[src/rtl/palindrome_pkg.sv]
// Shared definitions for the palindrome line framer: newline code, framer states,
// default buffer depth and the character classification helpers.
package palindrome_pkg;

  localparam logic [7:0] NEWLINE       = 8'h0A;
  localparam int         DEPTH_DEFAULT = 64;

  typedef enum logic [1:0] {
    FILL = 2'd0,
    SEND = 2'd1,
    TERM = 2'd2,
    WAIT = 2'd3
  } framer_state_e;

  function automatic logic is_alnum(input logic [7:0] c);
    return ((c >= 8'h61) && (c <= 8'h7A)) ||
           ((c >= 8'h41) && (c <= 8'h5A)) ||
           ((c >= 8'h30) && (c <= 8'h39));
  endfunction

  function automatic logic [7:0] fold_lower(input logic [7:0] c);
    return ((c >= 8'h41) && (c <= 8'h5A)) ? c + 8'h20 : c;
  endfunction

endpackage

[src/rtl/palindrome_line_buf.sv]
// Line store for the framer: DEPTH x 8 bits, one synchronous write port and an
// asynchronous read port. Contents are never reset.
module palindrome_line_buf
  import palindrome_pkg::*;
#(
  parameter int DEPTH = DEPTH_DEFAULT,
  parameter int AW    = $clog2(DEPTH)
) (
  input  logic          clock,
  input  logic          wr_en,
  input  logic [AW-1:0] wr_addr,
  input  logic [7:0]    wr_data,
  input  logic [AW-1:0] rd_addr,
  output logic [7:0]    rd_data
);

  logic [7:0] mem [DEPTH];

  always_ff @(posedge clock) begin
    if (wr_en) begin
      mem[wr_addr] <= wr_data;
    end
  end

  assign rd_data = mem[rd_addr];

endmodule

[src/rtl/palindrome_line_framer.sv]
// Collects one filtered, lower-cased line of ASCII input and replays it as a
// character burst to a palindrome checker, then waits for the checker's verdict.
module palindrome_line_framer
  import palindrome_pkg::*;
#(
  parameter int DEPTH = DEPTH_DEFAULT,
  parameter int CNT_W = 16
) (
  input  logic             clock,
  input  logic             reset,
  input  logic [7:0]       rawIn,
  input  logic             rawVld,
  output logic             rawReady,
  output logic [7:0]       charOut,
  output logic             charVld,
  input  logic             charReady,
  input  logic             resultVld,
  output logic             lineOvfl,
  output logic [CNT_W-1:0] lineCnt
);

  localparam int AW = $clog2(DEPTH);
  localparam int PW = $clog2(DEPTH) + 1;

  framer_state_e state, state_nxt;
  logic [PW-1:0] wr_ptr, rd_ptr;
  logic [7:0]    rd_data;
  logic          accept, keep, buf_full, wr_en, last_char;

  assign accept    = rawVld && (state == FILL);
  assign keep      = accept && is_alnum(rawIn);
  assign buf_full  = (wr_ptr == PW'(DEPTH));
  assign wr_en     = keep && !buf_full;
  assign last_char = (rd_ptr == wr_ptr - PW'(1));

  palindrome_line_buf #(
    .DEPTH (DEPTH),
    .AW    (AW)
  ) u_buf (
    .clock   (clock),
    .wr_en   (wr_en),
    .wr_addr (wr_ptr[AW-1:0]),
    .wr_data (fold_lower(rawIn)),
    .rd_addr (rd_ptr[AW-1:0]),
    .rd_data (rd_data)
  );

  always_comb begin
    state_nxt = state;
    case (state)
      FILL:    if (accept && (rawIn == NEWLINE) && (wr_ptr != '0)) state_nxt = SEND;
      SEND:    if (charReady && last_char) state_nxt = TERM;
      TERM:    state_nxt = WAIT;
      WAIT:    if (resultVld) state_nxt = FILL;
      default: state_nxt = FILL;
    endcase
  end

  always_ff @(posedge clock) begin
    if (reset) begin
      state <= FILL;
    end else begin
      state <= state_nxt;
    end
  end

  // Pointer, overflow and line-count bookkeeping follows the current state.
  always_ff @(posedge clock) begin
    if (reset) begin
      wr_ptr   <= '0;
      rd_ptr   <= '0;
      lineOvfl <= 1'b0;
      lineCnt  <= '0;
    end else begin
      case (state)
        FILL: begin
          if (wr_en) wr_ptr <= wr_ptr + PW'(1);
          if (keep && buf_full) lineOvfl <= 1'b1;
          if (state_nxt == SEND) rd_ptr <= '0;
        end
        SEND: begin
          if (charReady) rd_ptr <= rd_ptr + PW'(1);
        end
        WAIT: begin
          if (resultVld) begin
            lineCnt  <= lineCnt + CNT_W'(1);
            wr_ptr   <= '0;
            lineOvfl <= 1'b0;
          end
        end
        default: ;
      endcase
    end
  end

  assign rawReady = (state == FILL);
  assign charVld  = (state == SEND);
  assign charOut  = charVld ? rd_data : 8'h00;

endmodule
[config.mk]
export PLATFORM = sky130hd
export DESIGN_NAME = palindrome_line_framer
export DESIGN_NICKNAME = d
export VERILOG_FILES = /design/src/rtl/palindrome_pkg.sv /design/src/rtl/palindrome_line_buf.sv /design/src/rtl/palindrome_line_framer.sv
export SDC_FILE = /design/constraint.sdc
export NUM_CORES = 1
export LEC_CHECK = 0
export ABC_AREA = 1
export CAP_MARGIN = 10
export CORE_MARGIN = 2
export CORE_UTILIZATION = 65
export CTS_CLUSTER_SIZE = 14
export DETAILED_ROUTE_END_ITERATION = 6
export GPL_TIMING_DRIVEN = 0
export PLACE_DENSITY_LB_ADDON = 0.12
export SLEW_MARGIN = 20
export SYNTH_ARGS = -nofsm -noshare
export SYNTH_HDL_FRONTEND = slang
export SYNTH_HIERARCHICAL = 1
export SYNTH_SLANG_ARGS = --single-unit
[constraint.sdc]
create_clock -name clock -period 10.7 [get_ports clock]
set_input_delay 2.14 -clock clock [delete_from_list [all_inputs] [get_ports clock]]
set_output_delay 2.14 -clock clock [all_outputs]
set_load 0.01 [all_outputs]
# ---- After elaboration in Yosys (flattened, before gate mapping)
# Memory sizes are Yosys's and may differ from the RTL's. A register that Yosys moved wholly into a read port is not among the register bits.
# Index checks and enable logic that the tools add are counted.
# W data, S select, Z words.
dict set report word_totals {
  regBits 33
  ram_bits 512
  out_inout_bits 27
  memories 1
}
dict set report classes {
  n_addsub 5
  n_lt_le_gt_ge 6
  n_eq_ne 12
  muxes 19
  reduce_logical 21
}
# name words word_bits read_ports rd_ports_with_merged_regs write_ports line
set memory_table {}
lappend memory_table {u_buf.mem 64 8 1 1 1 palindrome_line_buf.sv:17} ;# logic [7:0] mem [DEPTH];
# op n
set op_table {}
lappend op_table {{$mux W7} 4}
lappend op_table {{$pmux W7 S2} 2}
lappend op_table {{$add A16 B1 Y16 const B} 1}
lappend op_table {{$ge A8 B7 Y1 const B} 2}
lappend op_table {{$le A8 B7 Y1 const B} 2}
lappend op_table {{$mux W8} 2}
lappend op_table {{$add A7 B1 Y7 const B} 2}
lappend op_table {{$mux W6} 2}
lappend op_table {{$logic_and A1 B1 Y1} 10}
lappend op_table {{$reduce_and A3 Y1} 3}
lappend op_table {{$add A8 B6 Y8 const B} 1}
lappend op_table {{$eq A8 B4 Y1 const B} 1}
lappend op_table {{$ge A8 B6 Y1 const B} 1}
lappend op_table {{$le A8 B6 Y1 const B} 1}
lappend op_table {{$ne A2 B1 Y1 const B} 4}
lappend op_table {{$pmux W2 S4} 1}
lappend op_table {{$eq A7 B7 Y1} 1}
lappend op_table {{$eq A7 B7 Y1 const B} 1}
lappend op_table {{$reduce_bool A7 Y1} 1}
lappend op_table {{$sub A7 B1 Y7 const B} 1}
lappend op_table {{$mux W2} 3}
lappend op_table {{$eq A2 B1 Y1 const B} 2}
lappend op_table {{$eq A2 B2 Y1 const B} 2}
lappend op_table {{$mux W1} 4}
lappend op_table {{7 further kinds} 9}

# ---- Logic depth before layout (Yosys ltp)
# Gate-level depths: netlist of the first run.
dict set report depth {
  depth_word 11
  depth_mapped 18
  ltp_nobuf 18
}

# ---- Hierarchy
# The synthesis of the first run kept the hierarchy.
# mod instances cells_per_inst area_per_inst_um2 seq_area_each_um2
set by_module_without_submodules {}
lappend by_module_without_submodules {palindrome_line_buf 1 1797 21179.1 15374.7}
lappend by_module_without_submodules {palindrome_line_framer 1 381 2463.6 660.6}

# ---- Least setup slack after synthesis of the first run
# No wires, ideal clock.
dict set report synth_path {
  path_kind {input-to-reg}
  start {in rawIn[5]}
  end {mem u_buf.mem[0][7] (data pin)}
  setup_ps 702
  arrival_time_ps 5175
  setup_slack_ps 4823
  stages 6
  path_cell_list {inv_1 > ha_1 > o31ai_1 > nand2_1 > nand3_2 > o21ai_0}
}
dict set report synth_between {
  elab_chain_cells 3
  word_cells_on_any_way 5
  classes_between {add/sub (1); order compare (2); mux (1); reduce/logical (1)}
}
# element line
set synth_rtl {}
lappend synth_rtl {{start: declaration} palindrome_line_framer.sv:11} ;# input logic [7:0] rawIn,
lappend synth_rtl {{$ge A8 B7 Y1 / $le A8 B7 Y1 (equally long branches)} palindrome_pkg.sv:22} ;# return ((c >= 8'h41) && (c <= 8'h5A)) ? c + 8'h20 : c;
lappend synth_rtl {{$logic_and A1 B1 Y1} palindrome_pkg.sv:22}
lappend synth_rtl {{$mux W8 *} palindrome_pkg.sv:22}
lappend synth_rtl {{end: declaration} palindrome_line_buf.sv:17}
# Every way passes the cells marked *; elsewhere a longest branch is shown, timed or not.

==> results of run 1 <==
==> per-layer routing <==
layer,track usage [%],up-vias,share of wire [%]
met2,54.9,1304,45
met5,0,-,0
met3,7.43,229,13
li1,-,7778,-
met1,48.8,8275,37
met4,16.1,0,4.9
==> cells in the final DEF (no fill, tap or decap), types with 5 or more instances in the layout <==
cell,count
ha_1,12
clkbuf_8,5
clkbuf_16,54
nor4_2,8
inv_1,59
inv_6,5
nand3_1,473
buf_1,10
nand2_2,7
clkbuf_1,26
buf_4,22
inv_2,6
nand4_1,13
buf_2,45
dfxtp_1,33
o21ai_0,14
buf_8,6
nor3_1,6
buf_6,39
edfxtp_1,512
clkdlybuf4s50_1,33
a21oi_1,23
nand2_1,737
nor2_2,15
clkinv_2,13
clkinv_1,10
nor2_1,98
==> cells by family (layout without fill, tap and decap cells) <==
logic type	Yosys count	in the layout	synth area share [%]
adders and majority gates	12	12	0.635
DFF	545	545	67.8
xor gates and xnor gates	9	9	0.333
buffers and inverters	191	347	4.86
AOI/OAI and AO/OA	48	48	1.16
and+or+nand+nor	1373	1373	25.2
==> state kept, by name (all words and copies together) (netlist names) <==
register and count:
u_buf/mem 512, lineCnt 16, state 2, lineOvfl 1, wr_ptr 7, rd_ptr 7
==> final cells by class <==
cell class                 instances  area share, %
buffer                           123           3.32
clock buffer                      67           5.44
clock inverter                    31          0.813
inverter                          68          0.996
multi-input combinational       1442           24.6
sequential                       545           60.2
tap                              461           2.17
timing repair buffer              58           2.48
==> how the worst max path moves through the flow <==
stage	startpoint	to	slack, ps	depth (start not counted)
2_1_floorplan	rawIn[5]	u_buf/mem[0][7]	4820	6
3_3_place_gp	rawIn[3]	u_buf/mem[15][6]	-1800	5
3_5_place_dp	rawIn[0]	u_buf/mem[28][2]	4540	12
4_1_cts	rd_ptr[2]	charOut[2]	4820	11
5_1_grt	rd_ptr[2]	charOut[2]	4650	11
6_report	rd_ptr[2]	charOut[2]	4660	11
==> worst max-delay path, cell delays in order (launching register included) <==
cell,delay (ps)
dfxtp_1,530
buf_2,440
clkbuf_1,740
nand3_1,230
nand2_1,120
nand2_1,50
nand3_1,210
nand3_1,140
nand2_1,80
nand2_1,90
inv_1,120
clkdlybuf4s50_1,540
==> power by group <==
part	internal (mW)	switching, mW
Sequential	2.34	0.0143
Combinational	0.327	0.755
Clock	1.01	0.788
Total	3.68	1.56
==> per-stage QoR <==
stage	hold slack, ps	std cells	setup WS (ps)	power (mW)	setup TNS [ps]
after detailed placement	463	2697	4540	3.44	0
after global routing	505	2795	4650	5.40	0
after CTS	478	2795	4820	5.21	0
after global placement	461	2677	-1800	3.41	-170870
final	481	2795	4660	5.24	0
after floorplan	489	2178	4820	3.07	0
==> results by group, run 1 <==
Timing
  • Unrepaired setup endpoints after global routing: false
  • Period utilization: 56.4%
  • Post-route clock skew: 37.3 ps
  • Fin. Hold Viols: 0
  • Slew @ Worst Pin: 1200 ps
  • Period minus WS final: 6040 ps
  • Count of final setup violators: 0
  • Final Max Slew Viols: 0
  • Slew HR: 19.5%
  • Maximum clock rate: 0.166 GHz

Clocking
  • Post-CTS Setup Bufs: 0
  • Max H-tree Level: 2
  • Number of CTS-inserted buffers: 53
  • CTS Hold Bufs: 0
  • CTS Root Cell: clkbuf_16
  • CTS tree: built
  • Maximum clock path buffer count: 3
  • CTS resizes: 0
  • CTS Sinks: 545
  • Worst skew pair latency: 620 ps
  • Clock transition at path regs: 60 ps

Logic synthesis
  • Synth area leader: edfxtp_1
  • Most frequent cell after synthesis: nand2_1
  • Sequential share of the synthesized area: 67.8%
  • Distinct cells, synth: 40
  • Avg Inst Size Synth: 10.9 sq um
  • Async set-reset flop share out of synthesis: 0%
  • Top cells by area, synth: edfxtp_1, nand2_1, nand3_1
  • YS warnings: 6
  • Yosys reg bits: 545
  • Primary FF master, synth: edfxtp_1
  • Gate count of the mapped netlist: 2178
  • Syn nets: 2203
  • Post-Syn Area: 23600 sq um
  • Commonest cells post-synth: nand2_1, edfxtp_1, nand3_1, nor2_1, inv_1
  • EDFF count, synth: 512
  • Top-area cell type share of the netlist area: 65.0%

Power
  • VDD IR max: 0.158 mV
  • Power density over the cells: 197 nW/um^2
  • Leakage power: 9.85 nW

Hold path
  • Hold endpoint: lineCnt[15]
  • Hold Crit Class: reg2reg
  • Hold depth: 2
  • HP Start: lineCnt[15]

Drt
  • Via count: 17586
  • DRC: 0
  • Post-route ant nets: 0
  • DR pass1 iterations: 6
  • Wire per inst: 23.5 um
  • Final wirelength: 65.7 mm
  • Vias/cell: 6.29
  • Initial DRC count: 2407

Floorplan
  • DIE WIDTH: 195 um
  • Num ports: 40
  • Cell Rows: 69
  • Die H: 195 um
  • Core Region: 35700 sq um
  • Starting density of the core: 66.3%
  • Die ar.: 37900 sq um

Finish
  • Proportion of layout cells with a drive suffix above 1: 10.9%
  • Fill cell count: 2317
  • Reg area: 16000 sq um
  • Final Cell Area: 26600 sq um
  • Multi-input logic area: 6550 sq um
  • Area Overhead vs Synth: 12.7%
  • Antenna Cells: 0
  • Fin nets: 2316
  • Final core occ: 74.7%

Setup path
  • Worst R2R Path Depth: 10
  • Reg2Reg Launch Point: wr_ptr[0]
  • Worst R2R Setup Slack: 6990 ps
  • Setup CP Type: reg2out
  • Worst Path Arrival: 3900 ps
  • Worst r2r dst: u_buf/mem[28][1]
  • Critical path peak fanout: 10
  • Element type at the critical path start: register
  • Critical path endpoint category: primary output
  • CP Data Required Time: 8560 ps

Placed design
  • Placed cell area: 25000 sq um
  • Port bufs: 38
  • GPL Wtd Cong: 0.974
  • Hpwl dp: 44.7 mm

Global routing
  • First-pass GRT wire length: 99.3 mm
  • Grt total ovfl: 0
  • Antenna violations before repair: 0
  • Largest net degree at the start of global routing: 67
  • Vias in the first global route: 16627
  • Global Route Usage Sum: 35.4%

Flow run
  • Max cap viols: 0

Status
  • Run status: completed
(Power assumes the default switching activity.)
==> inputs of run 2 (changes only) <==
--- a/config.mk
+++ b/config.mk
@@ -8,7 +8,7 @@
 export ABC_AREA = 1
 export CAP_MARGIN = 10
 export CORE_MARGIN = 2
-export CORE_UTILIZATION = 65
+export CORE_UTILIZATION = 62
 export CTS_CLUSTER_SIZE = 14
 export DETAILED_ROUTE_END_ITERATION = 6
 export GPL_TIMING_DRIVEN = 0
==> constraint.sdc (replaced) <==
create_clock -name clock -period 6.2 [get_ports clock]
set_input_delay 1.24 -clock clock [delete_from_list [all_inputs] [get_ports clock]]
set_output_delay 1.24 -clock clock [all_outputs]
set_load 0.01 [all_outputs]
==> run 2 against run 1 <==
Against the previous run: global-route usage decreased by 1.7 points; clock-buffer cell count decreased by 5; final cell count increased by 1.9%; via count is 2.1% lower; critical endpoint is now charOut[6]; largest cell class unchanged.
==> results by group, run 2 (synthesized netlist as in run 1, its figures left out) <==
Timing
  • Count of final setup violators: 0 (unchanged)
  • Period utilization: 81.1%
  • Post-route clock skew: 13.9 ps (was 37.3 ps)
  • Fin. Hold Viols: 0 (unchanged)
  • Slew HR: 27.4% (was 19.5%)
  • Period minus WS final: 5030 ps
  • Maximum clock rate: 0.199 GHz
  • Unrepaired setup endpoints after global routing: false (unchanged)
  • Slew @ Worst Pin: 1090 ps (was 1200 ps)
  • Final Max Slew Viols: 0 (unchanged)

Finish
  • Final core occ: 71.7% (was 74.7%)
  • Antenna Cells: 0 (unchanged)
  • Final Cell Area: 26900 sq um (was 26600 sq um)
  • Fin nets: 2317 (was 2316)
  • Biggest regs: u_buf/mem (512), lineCnt (16) (unchanged)
  • Biggest register: u_buf/mem (unchanged)
  • Most common library cell in the layout ignoring fill and taps: nand2_1 (unchanged)
  • Proportion of layout cells with a drive suffix above 1: 11.0% (was 10.9%)
  • Area Overhead vs Synth: 13.9% (was 12.7%)
  • Max reg flops: 512 (unchanged)
  • Commonest cells after routing, fill and taps aside: nand2_1, edfxtp_1, nand3_1, nor2_1, inv_1 (unchanged)

Setup path
  • Crit path max-delay family: buffers and inverters (unchanged)
  • Buf/Inv on CP: 4 (unchanged)
  • Worst path most repeated cell: nand2_1 (unchanged)
  • Worst Path Arrival: 3790 ps (was 3900 ps)
  • CP Data Required Time: 4960 ps (was 8560 ps)
  • Crit-path cells: buf_2, buf_1, nand3_1, nand2_1, nand2_1, nand3_1, nand3_1, nand2_1, nand2_1, inv_1, clkdlybuf4s50_1 (was buf_2, clkbuf_1, nand3_1, nand2_1, nand2_1, nand3_1, nand3_1, nand2_1, nand2_1, inv_1, clkdlybuf4s50_1)
  • Element type at the critical path start: register (unchanged)
  • CP max stage delay: 660 ps (was 740 ps)
  • Crit-path slowest cell: buf_1 (was clkbuf_1)
  • Critical path peak fanout: 10 (unchanged)
  • Reg2Reg Launch Point: wr_ptr[0] (unchanged)
  • Worst R2R Path Depth: 10 (unchanged)
  • Setup crit start: rd_ptr[2] (unchanged)
  • Critical path endpoint category: primary output (unchanged)
  • Critical path depth in cells: 11 (unchanged)
  • Setup CP Type: reg2out (unchanged)

Drt
  • Via count: 17218 (was 17586)
  • Vias/cell: 6.05 (was 6.29)
  • DRC: 0 (unchanged)
  • Final wirelength: 65.5 mm (was 65.7 mm)
  • Wire per inst: 23.0 um (was 23.5 um)
  • Initial DRC count: 2324 (was 2407)
  • DR pass1 iterations: 6 (unchanged)
  • Post-route ant nets: 0 (unchanged)

Hold path
  • Hold depth: 2 (unchanged)
  • HP Start: lineOvfl (was lineCnt[15])
  • Hold Crit Class: reg2reg (unchanged)

Clocking
  • CTS Root Cell: clkbuf_16 (unchanged)
  • CTS Sinks: 545 (unchanged)
  • Number of CTS-inserted buffers: 54 (was 53)
  • CTS tree: built (unchanged)
  • Clock transition at path regs: 60 ps (about the same)
  • CTS resizes: 0 (unchanged)
  • Maximum clock path buffer count: 3 (unchanged)
  • Post-CTS Setup Bufs: 0 (unchanged)
  • CTS Hold Bufs: 0 (unchanged)
  • Max H-tree Level: 2 (unchanged)
  • Worst skew pair latency: 610 ps (was 620 ps)

Power
  • Power density over the cells: 345 nW/um^2 (was 197 nW/um^2)
  • VDD IR max: 0.387 mV (was 0.158 mV)
  • Leakage power: 9.95 nW (was 9.85 nW)

Global routing
  • Vias in the first global route: 15895 (was 16627)
  • Grt total ovfl: 0 (unchanged)
  • Global Route Usage Sum: 33.7% (was 35.4%)
  • First-pass GRT wire length: 96.8 mm (was 99.3 mm)
  • Antenna violations before repair: 0 (unchanged)
  • Largest net degree at the start of global routing: 65 (was 67)

Floorplan
  • DIE WIDTH: 199 um (was 195 um)
  • Num ports: 40 (unchanged)
  • Cell Rows: 71 (was 69)
  • Die H: 199 um (was 195 um)
  • Starting density of the core: 62.9% (was 66.3%)
  • Die ar.: 39700 sq um (was 37900 sq um)
  • Core Region: 37600 sq um (was 35700 sq um)

Placed design
  • Hpwl dp: 44.9 mm (was 44.7 mm)
  • GPL Wtd Cong: 0.984 (was 0.974)
  • Placed cell area: 25100 sq um (was 25000 sq um)
  • Port bufs: 38 (unchanged)

Status
  • Run status: completed (unchanged)

Flow run
  • Max cap viols: 0 (unchanged)
run 2: changes by cell type in the layout (fill, tap and decap cells not counted), moves of 4 or more:
cell | before | now
clkbuf_8 | 5 | 0
clkinv_1 | 10 | 14
bufinv_16 | 2 | 8
buf_8 | 6 | 2
buf_16 | 4 | 9
run 2: metal layers:
metal / GRT usage [%] / vias to the layer above / wire, um
met2: 52.2 / 1100 / 29800
met4: 11.5 / 0 / 2430
met3: 8.49 / 183 / 8000
met1: 47.1 / 8164 / 25200
met5: 0 / - / 0
li1: - / 7771 / -
run 2: through the flow:
step	instances	power [mW]	hold slack (ps)	TNS (ps)	setup slack [ps]
CTS	2848	9.26	506	0	1290
global route	2848	9.60	547	0	987
floorplan	2178	5.29	489	0	1220
global placement	2727	5.88	462	-1332720	-5490
finish	2848	9.29	493	0	1170
detailed placement	2747	5.94	487	0	872
run 2: worst paths after layout:
check | end | slack, ps
worst max-delay path | charOut[6] | 1170
worst min register to register | lineOvfl | 490
worst min-delay path | lineOvfl | 490
worst max register to register | u_buf/mem[30][2] | 2500
run 2: tightest hold or removal path, cell delays in order, from the launching register on:
cell and delay, ps:
dfxtp_1 330, a21oi_1 40, nor2_1 80
run 2: where the power goes:
| part | switching [mW] | internal, mW | total, mW |
|---|---|---|---|
| logic | 1.28 | 0.570 | 1.85 |
| clock network | 1.37 | 2.00 | 3.37 |
| registers | 0.0242 | 4.04 | 4.07 |
| total | 2.68 | 6.61 | 9.29 |
run 2: final cells by class:
| cell class | count | area [sq um] |
|---|---|---|
| Clock buffer | 62 | 1450 |
| Tap cell | 511 | 639 |
| Clock inverter | 39 | 393 |
| Sequential cell | 545 | 16000 |
| Inverter | 68 | 265 |
| Timing Repair Buffer | 58 | 721 |
| Buffer | 123 | 885 |
| Multi-Input combinational cell | 1442 | 6550 |
| Fill cell | 2639 | 10600 |
